## src/rtl/alu_arbiter.sv

```systemverilog
// alu_arbiter: two-requester front end for one shared combinational ALU.
// One operation in flight at a time: IDLE (accept) -> EXEC (ALU) -> RESP (hold).
// Build option: define ALU_ARB_RR_EN for round-robin arbitration under contention;
// left undefined, requester 0 has fixed priority.
module alu_arbiter (
  input  logic        clk,
  input  logic        rst_n,
  input  logic [1:0]  req_valid,
  output logic [1:0]  req_ready,
  input  logic [63:0] req_src1,
  input  logic [63:0] req_src2,
  input  logic [9:0]  req_shamt,
  input  logic [11:0] req_funct,
  output logic [1:0]  rsp_valid,
  input  logic [1:0]  rsp_ready,
  output logic [31:0] rsp_result,
  output logic        rsp_err,
  output logic [31:0] alu_src1,
  output logic [31:0] alu_src2,
  output logic [4:0]  alu_shamt,
  output logic [5:0]  alu_funct,
  input  logic [31:0] alu_result
);

  localparam int unsigned DW = 32;
  localparam int unsigned SW = 5;
  localparam int unsigned FW = 6;

  localparam logic [1:0] IDLE = 2'd0;
  localparam logic [1:0] EXEC = 2'd1;
  localparam logic [1:0] RESP = 2'd2;

  localparam logic [FW-1:0] F_ADDU = 6'b001001;
  localparam logic [FW-1:0] F_SUBU = 6'b001010;
  localparam logic [FW-1:0] F_NOR  = 6'b010011;
  localparam logic [FW-1:0] F_SLTU = 6'b101010;

  logic [1:0]    state;
  logic [1:0]    state_nxt;
  logic          owner;
  logic          accept;
  logic          gidx;
  logic          funct_ok;
  logic [DW-1:0] sel_src1;
  logic [DW-1:0] sel_src2;
  logic [SW-1:0] sel_shamt;
  logic [FW-1:0] sel_funct;

`ifdef ALU_ARB_RR_EN
  logic last;

  // Under contention the requester not granted last wins
  always_comb begin
    gidx = req_valid[1];
    if (&req_valid) gidx = ~last;
  end

  // Last-granted pointer; reset value 1 makes the first contention go to requester 0
  always_ff @(posedge clk) begin
    if (!rst_n) last <= 1'b1;
    else if (accept) last <= gidx;
  end
`else
  // Fixed priority: requester 0 wins whenever it is valid
  always_comb begin
    gidx = ~req_valid[0];
  end
`endif

  // Acceptance handshake and operand mux for the granted requester
  always_comb begin
    accept    = (state == IDLE) && (|req_valid);
    req_ready = 2'b00;
    if (accept) req_ready = gidx ? 2'b10 : 2'b01;
    sel_src1  = gidx ? req_src1[63:32] : req_src1[31:0];
    sel_src2  = gidx ? req_src2[63:32] : req_src2[31:0];
    sel_shamt = gidx ? req_shamt[9:5]  : req_shamt[4:0];
    sel_funct = gidx ? req_funct[11:6] : req_funct[5:0];
  end

  // Supported-funct decode on the operation currently at the ALU
  always_comb begin
    funct_ok = 1'b0;
    case (alu_funct)
      F_ADDU, F_SUBU, F_NOR, F_SLTU: funct_ok = 1'b1;
      default:                       funct_ok = 1'b0;
    endcase
  end

  // Next-state logic
  always_comb begin
    state_nxt = state;
    case (state)
      IDLE:    if (accept) state_nxt = EXEC;
      EXEC:    state_nxt = RESP;
      RESP:    if (rsp_ready[owner]) state_nxt = IDLE;
      default: state_nxt = IDLE;
    endcase
  end

  // State register
  always_ff @(posedge clk) begin
    if (!rst_n) state <= IDLE;
    else        state <= state_nxt;
  end

  // ALU operand registers: loaded on acceptance, so non-zero only during EXEC
  always_ff @(posedge clk) begin
    if (!rst_n || !accept) begin
      alu_src1  <= '0;
      alu_src2  <= '0;
      alu_shamt <= '0;
      alu_funct <= '0;
    end else begin
      alu_src1  <= sel_src1;
      alu_src2  <= sel_src2;
      alu_shamt <= sel_shamt;
      alu_funct <= sel_funct;
    end
  end

  // Owner of the in-flight operation
  always_ff @(posedge clk) begin
    if (!rst_n)      owner <= 1'b0;
    else if (accept) owner <= gidx;
  end

  // Response capture at the end of EXEC, held until the owner consumes it
  always_ff @(posedge clk) begin
    if (!rst_n) begin
      rsp_valid  <= 2'b00;
      rsp_result <= '0;
      rsp_err    <= 1'b0;
    end else if (state == EXEC) begin
      rsp_valid  <= owner ? 2'b10 : 2'b01;
      rsp_result <= funct_ok ? alu_result : DW'(0);
      rsp_err    <= ~funct_ok;
    end else if ((state == RESP) && rsp_ready[owner]) begin
      rsp_valid  <= 2'b00;
    end
  end

endmodule

```

## config.mk

```make
export PLATFORM = sky130hd
export DESIGN_NAME = alu_arbiter
export DESIGN_NICKNAME = d
export VERILOG_FILES = /design/src/rtl/alu_arbiter.sv
export SDC_FILE = /design/constraint.sdc
export NUM_CORES = 1
export LEC_CHECK = 0
export BUFFER_PORTS_ARGS = -buffer_cell sky130_fd_sc_hd__buf_2
export CAP_MARGIN = 20
export CORE_AREA = 2 2 117 119
export CTS_CLUSTER_SIZE = 40
export DETAILED_ROUTE_END_ITERATION = 8
export DIE_AREA = 0 0 119 121
export GPL_ROUTABILITY_DRIVEN = 1
export PLACE_DENSITY = 0.71
export SYNTH_ARGS = -nofsm -noshare
export SYNTH_HDL_FRONTEND = slang
export SYNTH_SLANG_ARGS = --single-unit
```

## constraint.sdc

```tcl
create_clock -name clk -period 1.8 [get_ports clk]
set_clock_uncertainty 0.2 [all_clocks]
set_input_delay 0.36 -clock clk [delete_from_list [all_inputs] [get_ports clk]]
set_output_delay 0.36 -clock clk [all_outputs]
set_load 0.01 [all_outputs]
```

-- Word level (Yosys, flattened, before mapping)
Index checks and enable logic that the tools add are counted.
- register bits: 113
- latch bits: 0
- bits in writable memories: 0
- ROM bits: 0
- input port bits: 188
- output and inout bits: 112
- logic and storage cells: 46
- memories: 0
- $add $sub $neg: 0
- multiply operators: 0
- div/mod/pow operators: 0
- $lt $le $gt $ge: 1
- equality and inequality tests: 8
- shift-type cells: 0
- mux-type cells: 16
- bitwise operators: 2
- reduce and logical (&&, ||, !) cells: 10
- operators by type and width (cell ; count):
    $mux W32 ; 3
    $mux W2 ; 7
    $eq A6 B4 Y1 const B ; 2
    $eq A6 B5 Y1 const B ; 1
    $eq A6 B6 Y1 const B ; 1
    $mux W6 ; 1
    $pmux W2 S3 ; 1
    $mux W5 ; 1
    $ne A2 B2 Y1 const B ; 2
    $reduce_or A4 Y1 ; 1
    $mux W1 ; 3
    $eq A2 B1 Y1 const B ; 1
    $eq A2 B2 Y1 const B ; 1
    $logic_and A1 B1 Y1 ; 2
    $logic_not A1 Y1 ; 2
    $logic_not A2 Y1 ; 1
    $lt A1 B2 Y1 const B ; 1
    $not A1 Y1 ; 2
    $reduce_and A2 Y1 ; 1
    $reduce_bool A2 Y1 ; 1
    $reduce_or A2 Y1 ; 1
    $logic_or A1 B1 Y1 ; 1

-- Depth between registers and ports, before layout
Gate-level depths: netlist (run 1).
- depth in word-level cells: 5
- depth in mapped cells: 5
- depth with buffers taken out: 4

-- Worst setup path after synthesis (run 1)
Ideal clock, no wire load.
- path type: input to output
- from: input port req_valid[0]
- to: output port req_ready[1]
- data arrival time: 1.023 ns
- data required time: 1.240 ns
- slack: 0.217 ns
- stages: 4
- path buffers: 3
- path through: buf_2 -> buf_4 -> buf_4 -> nor2_1
- word-level cells in the longest chain between the ends: 3
- elaborated cells on any way between the ends: 4
- those cells by class: mux: 2; reduce/logical: 2
- ends and longest elaborated chain (what ; line ; RTL):
    start: declaration ; 8 ; input logic [1:0] req_valid,
    $reduce_or A2 Y1 ; 72 ; accept = (state == IDLE) && (|req_valid);
    $logic_and A1 B1 Y1 ; 72 ;
    $mux W2 (*) ; 74 ; if (accept) req_ready = gidx ? 2'b10 : 2'b01;
    end: declaration ; 9 ; output logic [1:0] req_ready,
Every way passes the cells marked *; elsewhere a longest branch is shown, timed or not.

-- Final worst setup path (run 1)
- from: input port req_src2[50]
- to: register alu_src2[18]
- word-level cells in the longest chain between the ends: 1
- ends and longest elaborated chain (what ; line ; RTL):
    start: declaration ; 11 ; input logic [63:0] req_src2,
    $mux W32 ; 76 ; sel_src2 = gidx ? req_src2[63:32] : req_src2[31:0];
    end signal: assignment ; 116 ; alu_src2 <= sel_src2;
    end: declaration ; 19 ; output logic [31:0] alu_src2,
No other way between the ends.
A chain may end at the register's enable or synchronous reset.

==> run_results.csv, run 1 <==
group,metric,value,unit
drt,wl_per_cell,15.2,µm
clock_network,clk_pin_slew,0.05,ns
clock_network,clock-sinks,113,
timing,grt_setup_unrepaired,"true",
min_path,holdCritPathClass,"primary input to flop",
cells_and_area,drive_above_1_share,45.3,%
timing,max_freq,565,MHz
cells_and_area,mostFrequentLayoutCells,"buf_2, dlygate4sd3_1, dfxtp_1, nor2_1, mux2i_1",
synth,synth.distinct_cells,29,
pwr,clkPwrFrac,45.0,%
worst_setup_path,critPathLaunchType,"primary input",
drt,drt_iter0_markers,272,
synth,synth_edf_count,0,
floorplan,die_area,14400,µm²
drt,vias_per_cell,4.59,
synth,ys_ff_latch,113,
clock_network,h-tree-depth,4,
worst_setup_path,crit_fanout,1,
drt,drt-pass1-iter-count,4,
timing,whs,0.00549,ns
synth,syn-cell-area,4350,µm²
clock_network,cts_root_buf,"clkbuf_16",
synth,yosysWarnings,0,
clock_network,cts_buffers,17,
worst_setup_path,critPathKind,"primary input to flop",
pwr,netSwitchingFraction,24.8,%
global_routing,grt_pass1_vias,4777,
floorplan,num_rows,42,
run,cap_violations,0,
timing,relSlewSlack,78.7,%
worst_setup_path,required,1.88,ns
synth,synthFlopType,"dfxtp_1",
place,numPortBuffers,299,
synth,yosys.area.top_type,"dfxtp_1",
global_routing,grt_overflow,0,
timing,worst_pin_slew,0.319,ns
timing,tns,0,ns
cells_and_area,syn_to_final_growth,78.6,%
cells_and_area,utilization,59.3,%
synth,synth.area.top_cells,"dfxtp_1, mux2i_1, nand3_1",
synth,yosysTopAreaCellShare,52.1,%
global_routing,grt_pass1_wl,23900,µm
timing,fin_crit,1.77,ns
cells_and_area,nNetsFinal,1025,
timing,final.period_utilization,98.4,%
clock_network,clockBufferDepth,2,
global_routing,grt_usage,21.5,%
worst_setup_path,worstPathArrival,1.85,ns
pwr,ir_drop,0.557,mV
pwr,pwr-share-comb,16.7,%
pwr,p_int,0.00526,W
outcome,status,"finished, final reports clean",
pwr,p_total,0.00699,W
floorplan,pin_count,300,
worst_setup_path,end_kind,"flop",
pwr,cellPowerDensity,901,nW/µm²
floorplan,die_height,121,µm
synth,synth_nets,611,
floorplan,start_util,33.2,%
global_routing,grt_max_degree,63,
floorplan,die_w,119,µm
timing,hold_violations,0,
drt,totalWireLength,15600,µm
cells_and_area,fillers,1073,
floorplan,core_region_area,13100,µm²
synth,ys_seq_area_share,52.1,%
drt,drcViolationCount,0,
clock_network,clk-insertion-delay-late,0.40,ns
global_routing,grt_antenna_before_repair,2,
synth,synth_cells,423,
pwr,power.switching,0.00174,W
place,gp_congestion,0.849,
timing,maxSlewViolCount,0,
clock_network,cts_tree,"built",
drt,ant_nets,0,
synth,syn_avg_cell_area,10.3,µm²
place,dp_hpwl,9530,µm
timing,setup_viol,0,
pwr,leakage,3.89,nW
cells_and_area,final_common_cell,"buf_2",
synth,ys_async_sr_fraction,0,%
drt,vias,4723,
pwr,p_seq_share,38.3,%
==> routing by layer <==
| layer | GRT usage (%) | wire length (µm) | vias up |
|---|---|---|---|
| li1 | - | - | 2285 |
| met1 | 23.5 | 6020 | 2157 |
| met2 | 37.3 | 7880 | 235 |
| met3 | 7.00 | 1170 | 46 |
| met4 | 10.9 | 555 | 0 |
| met5 | 0 | 0 | - |
==> timing repair <==
item / 4_1_cts / 5_1_grt
hold endpoints to repair: 65 / 1
setup endpoints to repair: 2 / 2
cloned: 0 / 0
gates resized for setup: 6 / 2
pin swaps: 2 / 3
setup buffers: 1 / 5
hold buffers: 114 / 1
==> Yosys cell counts (2+ instances only) <==
master    count
dfxtp_1     113
clkbuf_1      6
clkbuf_4      2
nor2_1       77
buf_4         5
nor3b_1       4
o21ai_0       6
nand3b_1      2
o21ai_2      30
nand3_1      64
buf_2        16
mux2i_1      76
buf_6         4
buf_12        3
==> cell families after synthesis <==
group | count (synthesis) | share of synthesized area, %
AOI/OAI and AO/OA | 43 | 8.23
buffers and inverters | 37 | 6.08
DFF | 113 | 52.1
muxes | 76 | 17.5
and+or+nand+nor | 154 | 16.1
==> area by class of cell <==
type,instances,area (µm²),area share [%]
Antenna cell,2,5.00,0.0645
Clock buffer,22,474,6.11
Clock inverter,10,85.1,1.10
Inverter,1,3.75,0.0484
Multi-Input combinational cell,273,1830,23.6
Sequential cell,113,2270,29.2
Tap cell,176,220,2.84
Timing Repair Buffer,431,2870,37.0
==> path summary, 6_finish.rpt <==
kind                               startpoint              to  slack (ns)  depth (start not counted)
worst max-delay path             req_src2[50]    alu_src2[18]        0.03                          5
worst min-delay path             req_src2[16]    alu_src2[16]       0.005                          3
worst max register to register   alu_funct[5]  rsp_result[26]        0.18                          5
worst min register to register  rsp_result[2]   rsp_result[2]        0.26                          2
==> power by group through the flow <==
stage / clock network [W] / registers [W] / logic, W
floorplan: 0 / 0.00280 / 0.000392
global placement: 0 / 0.00273 / 0.000864
detailed placement: 0 / 0.00273 / 0.000872
CTS: 0.00320 / 0.00268 / 0.00111
global route: 0.00334 / 0.00269 / 0.00126
finish: 0.00315 / 0.00268 / 0.00116
==> stage by stage <==
step / cell area, µm² / worst slack [ns] / std cells
global placement: 5980 / 0.238 / 873
CTS: 7700 / 0.00297 / 1020
floorplan: 4350 / 0.217 / 423
global route: 7760 / -0.0452 / 1028
finish: 7760 / 0.0294 / 1028
detailed placement: 5980 / 0.199 / 873
==> worst max-delay path: stages <==
cell           delay (ns)
dlygate4sd3_1        0.55
buf_2                0.13
mux2i_1              0.15
dlygate4sd3_1        0.60
nor2_1               0.06
==> registers in the layout (all words and copies together), names as in the netlist <==
name        flops
rsp_result     32
owner           1
alu_src1       32
alu_shamt       5
alu_funct       6
state           2
rsp_valid       2
rsp_err         1
alu_src2       32
No activity file was read; power rests on OpenSTA's default activity.
==> inputs of run 2 (changes only) <==
Settings changed: CORE_AREA 2 2 117 119 to 2 2 116 118, DIE_AREA 0 0 119 121 to 0 0 118 120, PLACE_DENSITY 0.71 to 0.72, TNS_END_PERCENT from default to 30.
==> run 2 against run 1 <==
  * First-iteration DRC count increased by 1.5%
  * Non-clock buffer count increased by 38
  * Global-route usage increased by 2.2 points
  * Largest cell class unchanged
==> run_results.csv, run 2 (synthesis gave the netlist of run 1 again) <==
group,metric,value,unit
worst_setup_path,critPathCapture,"alu_src2[26]",
timing,worst_pin_slew,0.393,ns
cells_and_area,antenna_cells,0,
floorplan,core_region_area,13000,µm²
pwr,power.switching,0.00176,W
pwr,netSwitchingFraction,23.6,%
clock_network,cts_setup_buffers,0,
run,cap_violations,0,
floorplan,pin_count,300,
worst_setup_path,timing.rr.end,"rsp_result[18]",
timing,grt_setup_unrepaired,"true",
global_routing,grt_overflow,0,
drt,ant_nets,0,
worst_setup_path,ff2ff_setup_slack,0.17,ns
clock_network,clockBufferDepth,2,
floorplan,die_w,118,µm
drt,totalWireLength,16800,µm
place,numPortBuffers,299,
cells_and_area,final_common_cell,"buf_2",
global_routing,grt_antenna_before_repair,0,
pwr,clkPwrFrac,47.2,%
worst_setup_path,worstReg2RegStart,"alu_funct[5]",
pwr,p_total,0.00745,W
clock_network,clock-sinks,113,
cells_and_area,layout_top_registers,"alu_src1 (32), alu_src2 (32), rsp_result (32)",
drt,wl_per_cell,15.8,µm
place,place_ws,0.187,ns
worst_setup_path,critPathKind,"primary input to flop",
drt,drt_iter0_markers,276,
worst_setup_path,ff2ff_path_depth,5,
pwr,p_int,0.00570,W
global_routing,grt_pass1_wl,26100,µm
worst_setup_path,worstPathArrival,1.84,ns
min_path,holdCritPathClass,"primary input to flop",
drt,met2_length,9020,µm
pwr,pwr-share-comb,16.8,%
outcome,status,"finished, final reports clean",
place,gp_congestion,0.815,
worst_setup_path,crit_fanout,1,
cells_and_area,drive_above_1_share,43.6,%
timing,fin_ws,0.0397,ns
timing,relSlewSlack,73.8,%
worst_setup_path,critPathLaunchType,"primary input",
clock_network,clk_pin_slew,0.06,ns
global_routing,grt_pass1_vias,5254,
worst_setup_path,end_kind,"flop",
place,dp_hpwl,9170,µm
drt,drt-pass1-iter-count,5,
timing,setup_viol,0,
timing,fin_crit,1.76,ns
cells_and_area,nNetsFinal,1063,
floorplan,num_rows,42,
global_routing,grt_usage,23.7,%
cells_and_area,fin_area,8200,µm²
clock_network,cts_root_buf,"clkbuf_16",
floorplan,start_util,33.5,%
drt,routed.top_layer,"met4",
drt,drt-met1-wl,6030,µm
worst_setup_path,required,1.88,ns
cells_and_area,ff_latch_area,2270,µm²
drt,drcViolationCount,0,
floorplan,die_height,120,µm
drt,wl_met3,1220,µm
drt,vias_per_cell,4.65,
clock_network,clk-insertion-delay-late,0.41,ns
drt,vias,4942,
cells_and_area,mostFrequentLayoutCells,"buf_2, dlygate4sd3_1, dfxtp_1, nor2_1, mux2i_1",
pwr,ir_drop,0.522,mV
timing,final.period_utilization,97.8,%
clock_network,cts_tree,"built",
worst_setup_path,startpoint,"req_src2[58]",
pwr,leakage,4.09,nW
pwr,p_seq_share,36.0,%
cells_and_area,fillers,993,
timing,hold_violations,0,
cells_and_area,multi_input_area,1840,µm²
clock_network,cts_buffers,17,
cells_and_area,utilization,63.2,%
timing,max_freq,568,MHz
cells_and_area,syn_to_final_growth,88.8,%
timing,maxSlewViolCount,0,
clock_network,h-tree-depth,4,
place,place_area,6020,µm²
global_routing,grt_max_degree,77,
pwr,cellPowerDensity,909,nW/µm²
floorplan,die_area,14200,µm²
[run 2: layout make-up]
class / count / area share [%]
inverters: 1 / 0.0458
flip-flops and latches: 113 / 27.6
well taps: 176 / 2.68
clock inverters: 11 / 1.97
repair buffers: 469 / 39.7
multi-input cells: 273 / 22.4
clock buffers: 20 / 5.57
[run 2: worst min path at each step]
stage                   from       endpoint  slack (ns)  depth (start not counted)
2_1_floorplan          owner   rsp_valid[0]        0.29                          1
3_3_place_gp   rsp_result[0]  rsp_result[0]        0.25                          2
3_5_place_dp   rsp_result[9]  rsp_result[9]        0.26                          2
4_1_cts         req_funct[6]   alu_funct[0]     0.00001                          3
5_1_grt        alu_result[6]  rsp_result[6]       0.005                          3
6_report         req_src1[3]    alu_src1[3]        0.01                          3
[run 2: routing by layer]
metal  track usage (%)  vias to the layer above
met5                 0                        -
met4              9.26                        0
met3              8.79                       42
met2              44.4                      231
met1              23.6                     2303
li1                  -                     2366
[run 2: worst max-delay path, stage by stage]
cell and delay [ns]:
dlygate4sd3_1 0.54, buf_2 0.13, mux2i_1 0.17, dlygate4sd3_1 0.60, nor2_1 0.05
[run 2: power groups by stage]
stage / clock, W / sequential (W) / combinational, W
6_report: 0.00352 / 0.00269 / 0.00125
5_1_grt: 0.00370 / 0.00270 / 0.00134
4_1_cts: 0.00356 / 0.00268 / 0.00119
3_5_place_dp: 0 / 0.00273 / 0.000886
3_3_place_gp: 0 / 0.00273 / 0.000878
2_1_floorplan: 0 / 0.00280 / 0.000392
[run 2: timing repair]
action / CTS / global route
hold buffers: 153 / 0
pin swaps: 2 / 1
endpoints found under the setup margin: 2 / 3
resized for setup: 6 / 6
endpoints found under the hold margin: 90 / 0
[run 2: through the flow]
step	hold slack [ns]	instances	setup TNS, ns
2_1_floorplan	0.288	423	0
3_3_place_gp	0.253	879	0
3_5_place_dp	0.258	879	0
4_1_cts	0.0000109	1063	0
5_1_grt	0.00490	1063	-0.0469
6_report	0.0111	1063	0
